### src/rtl/id_stage_pipe.sv
// Purpose : RISC-V instruction-decode pipeline stage (XLEN 32/64) with 2-entry skid buffer and flush.
// Latency : one cycle from in_fire to out_valid; full throughput with out_ready held high.
// Backpr. : up to two bundles held (main + skid); in_ready falls the cycle after the skid entry fills.
module id_stage_pipe #(
   parameter int              XLEN   = 32,
   parameter logic [XLEN-1:0] RST_PC = '0
) (
   input  logic            clk,
   input  logic            rst,
   input  logic            flush,
   input  logic            in_valid,
   output logic            in_ready,
   input  logic [31:0]     in_ins,
   input  logic [XLEN-1:0] in_pc,
   output logic            out_valid,
   input  logic            out_ready,
   output logic [XLEN-1:0] out_pc,
   output logic [6:0]      opcode,
   output logic [4:0]      rs1,
   output logic [4:0]      rs2,
   output logic [4:0]      rd,
   output logic [2:0]      funct3,
   output logic [6:0]      funct7,
   output logic [11:0]     cbm_detect,
   output logic [XLEN-1:0] imm,
   output logic            illegal
);

   localparam bit IS64 = (XLEN == 64);

   typedef struct packed {
      logic [XLEN-1:0] pc;
      logic [6:0]      opcode;
      logic [4:0]      rs1;
      logic [4:0]      rs2;
      logic [4:0]      rd;
      logic [2:0]      funct3;
      logic [6:0]      funct7;
      logic [11:0]     cbm;
      logic [XLEN-1:0] imm;
      logic            illegal;
   } bundle_t;

   bundle_t     r_m;
   bundle_t     r_k;
   logic        r_m_vld;
   logic        r_k_vld;

   bundle_t     w_dec;
   logic [31:0] w_imm32;
   logic        w_legal;
   logic        w_sb;
   logic        w_in_fire;
   logic        w_out_fire;

   assign in_ready   = !r_k_vld && !flush && !rst;
   assign w_in_fire  = in_valid && in_ready;
   assign w_out_fire = r_m_vld && out_ready;

   // Combinational decode of the incoming instruction: immediate formed at 32 bits, then sign-extended.
   always_comb begin
      w_imm32 = '0;
      w_legal = 1'b0;
      w_sb    = 1'b0;
      case (in_ins[6:0])
         7'b1101111: begin
            w_imm32 = {{11{in_ins[31]}}, in_ins[31], in_ins[19:12], in_ins[20], in_ins[30:21], 1'b0};
            w_legal = 1'b1;
         end
         7'b0110111, 7'b0010111: begin
            w_imm32 = {in_ins[31:12], 12'b0};
            w_legal = 1'b1;
         end
         7'b1100011: begin
            w_imm32 = {{19{in_ins[31]}}, in_ins[31], in_ins[7], in_ins[30:25], in_ins[11:8], 1'b0};
            w_legal = 1'b1;
            w_sb    = 1'b1;
         end
         7'b0100011: begin
            w_imm32 = {{20{in_ins[31]}}, in_ins[31:25], in_ins[11:7]};
            w_legal = 1'b1;
            w_sb    = 1'b1;
         end
         7'b0000011, 7'b0010011, 7'b1100111: begin
            w_imm32 = {{20{in_ins[31]}}, in_ins[31:20]};
            w_legal = 1'b1;
         end
         7'b0011011: begin
            // OP-IMM-32 only exists on RV64
            w_imm32 = {{20{in_ins[31]}}, in_ins[31:20]};
            w_legal = IS64;
         end
         7'b0110011, 7'b0001111, 7'b1110011: begin
            w_legal = 1'b1;
         end
         7'b0111011: begin
            w_legal = IS64;
         end
         default: begin
            w_legal = 1'b0;
         end
      endcase
      // Compressed / malformed encodings are never legal here
      if (in_ins[1:0] != 2'b11) begin
         w_legal = 1'b0;
      end

      w_dec         = '0;
      w_dec.pc      = in_pc;
      w_dec.opcode  = in_ins[6:0];
      w_dec.rs1     = in_ins[19:15];
      w_dec.rs2     = in_ins[24:20];
      w_dec.rd      = w_sb ? 5'd0 : in_ins[11:7];
      w_dec.funct3  = in_ins[14:12];
      w_dec.funct7  = in_ins[31:25];
      w_dec.cbm     = in_ins[31:20];
      w_dec.imm     = w_legal ? XLEN'($signed(w_imm32)) : '0;
      w_dec.illegal = !w_legal;
   end

   // Main/skid register update: reset, then flush, then refill M from K or input, else park input in K.
   always_ff @(posedge clk) begin
      if (rst) begin
         r_m_vld <= 1'b0;
         r_k_vld <= 1'b0;
         r_m     <= '0;
         r_m.pc  <= RST_PC;
         r_k     <= '0;
      end else if (flush) begin
         r_m_vld <= 1'b0;
         r_k_vld <= 1'b0;
      end else if (!r_m_vld || w_out_fire) begin
         if (r_k_vld) begin
            r_m     <= r_k;
            r_m_vld <= 1'b1;
            r_k_vld <= 1'b0;
         end else if (w_in_fire) begin
            r_m     <= w_dec;
            r_m_vld <= 1'b1;
         end else begin
            r_m_vld <= 1'b0;
         end
      end else if (w_in_fire) begin
         r_k     <= w_dec;
         r_k_vld <= 1'b1;
      end
   end

   assign out_valid  = r_m_vld;
   assign out_pc     = r_m_vld ? r_m.pc : RST_PC;
   assign opcode     = r_m.opcode;
   assign rs1        = r_m.rs1;
   assign rs2        = r_m.rs2;
   assign rd         = r_m.rd;
   assign funct3     = r_m.funct3;
   assign funct7     = r_m.funct7;
   assign cbm_detect = r_m.cbm;
   assign imm        = r_m.imm;
   assign illegal    = r_m.illegal;

endmodule
### config.mk
export PLATFORM = sky130hd
export DESIGN_NAME = id_stage_pipe
export DESIGN_NICKNAME = d
export VERILOG_FILES = /design/src/rtl/id_stage_pipe.sv
export SDC_FILE = /design/constraint.sdc
export NUM_CORES = 1
export LEC_CHECK = 0
export CORE_MARGIN = 1.5
export CORE_UTILIZATION = 55
export CTS_BUF_LIST = sky130_fd_sc_hd__clkbuf_8 sky130_fd_sc_hd__clkbuf_16
export DETAILED_ROUTE_END_ITERATION = 10
export MAX_ROUTING_LAYER = met4
export PLACE_DENSITY_LB_ADDON = 0.15
export SLEW_MARGIN = 10
export SYNTH_ARGS = -nofsm -noshare
export SYNTH_HDL_FRONTEND = slang
export SYNTH_SLANG_ARGS = --single-unit
### constraint.sdc
create_clock -name clk -period 3.7 [get_ports clk]
set_clock_uncertainty 0.05 [all_clocks]
set_input_delay 0.74 -clock clk [delete_from_list [all_inputs] [get_ports clk]]
set_output_delay 0.74 -clock clk [all_outputs]
set_load 0.03 [all_outputs]
==> results.toml <==
[outcome]
status = "complete, no violations"

[layout]
synthToLayoutAreaGrowth_pct = 21.6
fill_cells = 1336
insertedDiodeCount = 0
drive_gt1_share_pct = 6.64
nNetsFinal = 1185

[sta]
hold_ws_ns = 0.402
tns_ns = 0
worstMarginPinSlew_ns = 1.06
period_needed_ns = 2.97
fmax_ghz = 0.337
hold_viol = 0
setup_viol = 0
finalCritPeriodShare_pct = 80.2
maxSlewViolCount = 0
rsz0062_at_grt = "no"
timing.slew.headroom_pct = 29.0

[die]
rows = 46
die_x_microns = 131
start_util_pct = 56.4
core_area_sq_um = 15900
die_area_sq_um = 17100
die_y_microns = 131
ioPinCount = 180

[logic_synthesis]
synth_top_area_share_pct = 43.8
synthTopCellsByArea = "dfxtp_1, mux2i_1, buf_4"
synthCells = 1057
yosysWarnings = 0
yosys_most_used_dff = "dfxtp_1"
async_flop_share_pct = 0
ys_seq_elements = 196
synthMostInstantiatedCell = "dfxtp_1"
synth_edf_count = 0
syn_area_per_cell_sq_um = 8.47
syn_nets = 1126
synth-seq-area-share_pct = 43.8
synth_area_sq_um = 8950
yosys-top-cells-count = "dfxtp_1, nand2_1, nor2_1"
synth_top_area_cell = "dfxtp_1"
yosysUniqueCellTypes = 52

[clock_tree]
cts_tree = "built"
ctsResizeCount = 0
clockRootBuffer = "clkbuf_16"
cts.path.max_buffers = 2
cts_sinks = 196
cts_max_level = 4
cts_setup_buffers = 0
path_clk_slew_ns = 0.07
clk-insertion-delay-late_ns = 0.43
cts_hold_buf = 0
cts_made_buffers = 17

[route]
drc = 0
routed_wl_mm = 22.6
vias = 7594
routedWlPerCell_microns = 16.8
drtPass1Iterations = 5
final_antenna_net_count = 0
drt_iter0_markers = 726
via_per_inst = 5.65

[global_route]
antenna_found_initial = 0
overflow = 0
grt_max_degree = 81
grt_pass1_wl_mm = 35.3
track_usage_pct = 27.3
grt_pass1_vias = 6817

[setup_path]
cp.arrival_ns = 2.18
cp-end-kind = "output port"
cp_max_fo = 5
start_kind = "input pin"
crit_required_ns = 2.91
worstSetupPathType = "input pin to output port"

[placed_design]
io_buffers = 179
place_hpwl_mm = 14.5
gp_congestion = 0.889

[power_and_ir_drop]
vdd_ir_drop_max_mv = 0.319
switchingPower_mw = 1.17
power.leakage_nw = 3.68
sw_frac_of_total_pct = 25.9
power_mw = 4.51
cell_internal_pwr_mw = 3.35
pwr-share-seq_pct = 48.8
p_clk_share_pct = 38.8
power.share.combinational_pct = 12.5
power.density_nw_per_um2 = 414

[min_path]
hold_class = "register to register"

[job]
drv_cap = 0
==> metal layers <==
metal	track usage, %	vias to the layer above	part of all wire, %
met5	-	-	0
met4	7.95	0	1.4
met3	4.68	25	5.4
met2	40.5	257	46
met1	38.5	3587	47
li1	-	3725	-
==> stage by stage <==
step	util, %	setup slack (ns)	cell area [sq um]	std cells
floorplan	-	0.936	8950	1057
CTS	68.6	0.720	10900	1345
global route	68.6	0.676	10900	1345
detailed placement	65.1	0.541	10300	1313
global placement	65.1	0.615	10300	1313
finish	68.6	0.733	10900	1345
==> area by class of cell <==
class / count / area (sq um) / share of cell area (%)
well taps: 216 / 270 / 2.48
flip-flops and latches: 196 / 3930 / 36.1
repair buffers: 202 / 2030 / 18.6
clock buffers: 18 / 439 / 4.03
inverters: 6 / 22.5 / 0.207
clock inverters: 14 / 114 / 1.05
multi-input cells: 693 / 4090 / 37.6
==> cells in the final DEF, fill, tap and decap left out, types with 7 or more instances in the layout <==
| cell type | synthesis | final |
|---|---|---|
| a211oi_1 | 65 | 64 |
| a211oi_2 | 11 | 11 |
| a21o_1 | 8 | 8 |
| a21oi_1 | 76 | 76 |
| a221oi_1 | 21 | 21 |
| a22o_1 | 19 | 19 |
| and2_1 | 41 | 41 |
| and3_1 | 7 | 7 |
| buf_4 | 78 | 18 |
| clkbuf_16 | 0 | 17 |
| clkdlybuf4s50_1 | 0 | 178 |
| dfxtp_1 | 196 | 195 |
| inv_1 | 6 | 10 |
| mux2i_1 | 59 | 59 |
| nand2_1 | 133 | 133 |
| nand3_1 | 12 | 12 |
| nor2_1 | 133 | 132 |
| nor3_1 | 28 | 28 |
| o21ai_1 | 26 | 26 |
==> registers in the layout, summed over array words and instances (netlist names), 4 cells and up <==
register  count
r_k          97
imm          32
r_m          32
funct7        7
opcode        7
rd            5
rs1           5
rs2           4
==> worst max-delay path, cell delays in order <==
cell and delay (ns):
clkdlybuf4s50_1 0.51, nor3_1 0.23, clkdlybuf4s50_1 0.70
==> power by group through the flow <==
| stage | combinational (mW) | clock [mW] | sequential, mW |
|---|---|---|---|
| global route | 0.605 | 1.85 | 2.21 |
| detailed placement | 0.560 | 0 | 2.25 |
| CTS | 0.562 | 1.77 | 2.20 |
| finish | 0.562 | 1.75 | 2.20 |
| floorplan | 0.371 | 0 | 2.24 |
| global placement | 0.556 | 0 | 2.25 |
==> cell families after synthesis <==
group | Yosys count | share of synthesized area [%]
AND/OR/NAND/NOR | 381 | 19.1
buffers and inverters | 168 | 10.7
AO/OA/AOI/OAI | 253 | 19.8
flip-flops | 196 | 43.8
multiplexers | 59 | 6.59
==> path summary, 6_finish.rpt <==
path | startpoint | to | slack, ns | cells after the start
max reg2reg | r_k_vld | r_k[8] | 1.24 | 4
min reg2reg | r_k[31] | r_k[31] | 0.40 | 2
max | flush | in_ready | 0.73 | 3
min | r_k[31] | r_k[31] | 0.40 | 2
Note: power is estimated with default switching activity, not from simulation.
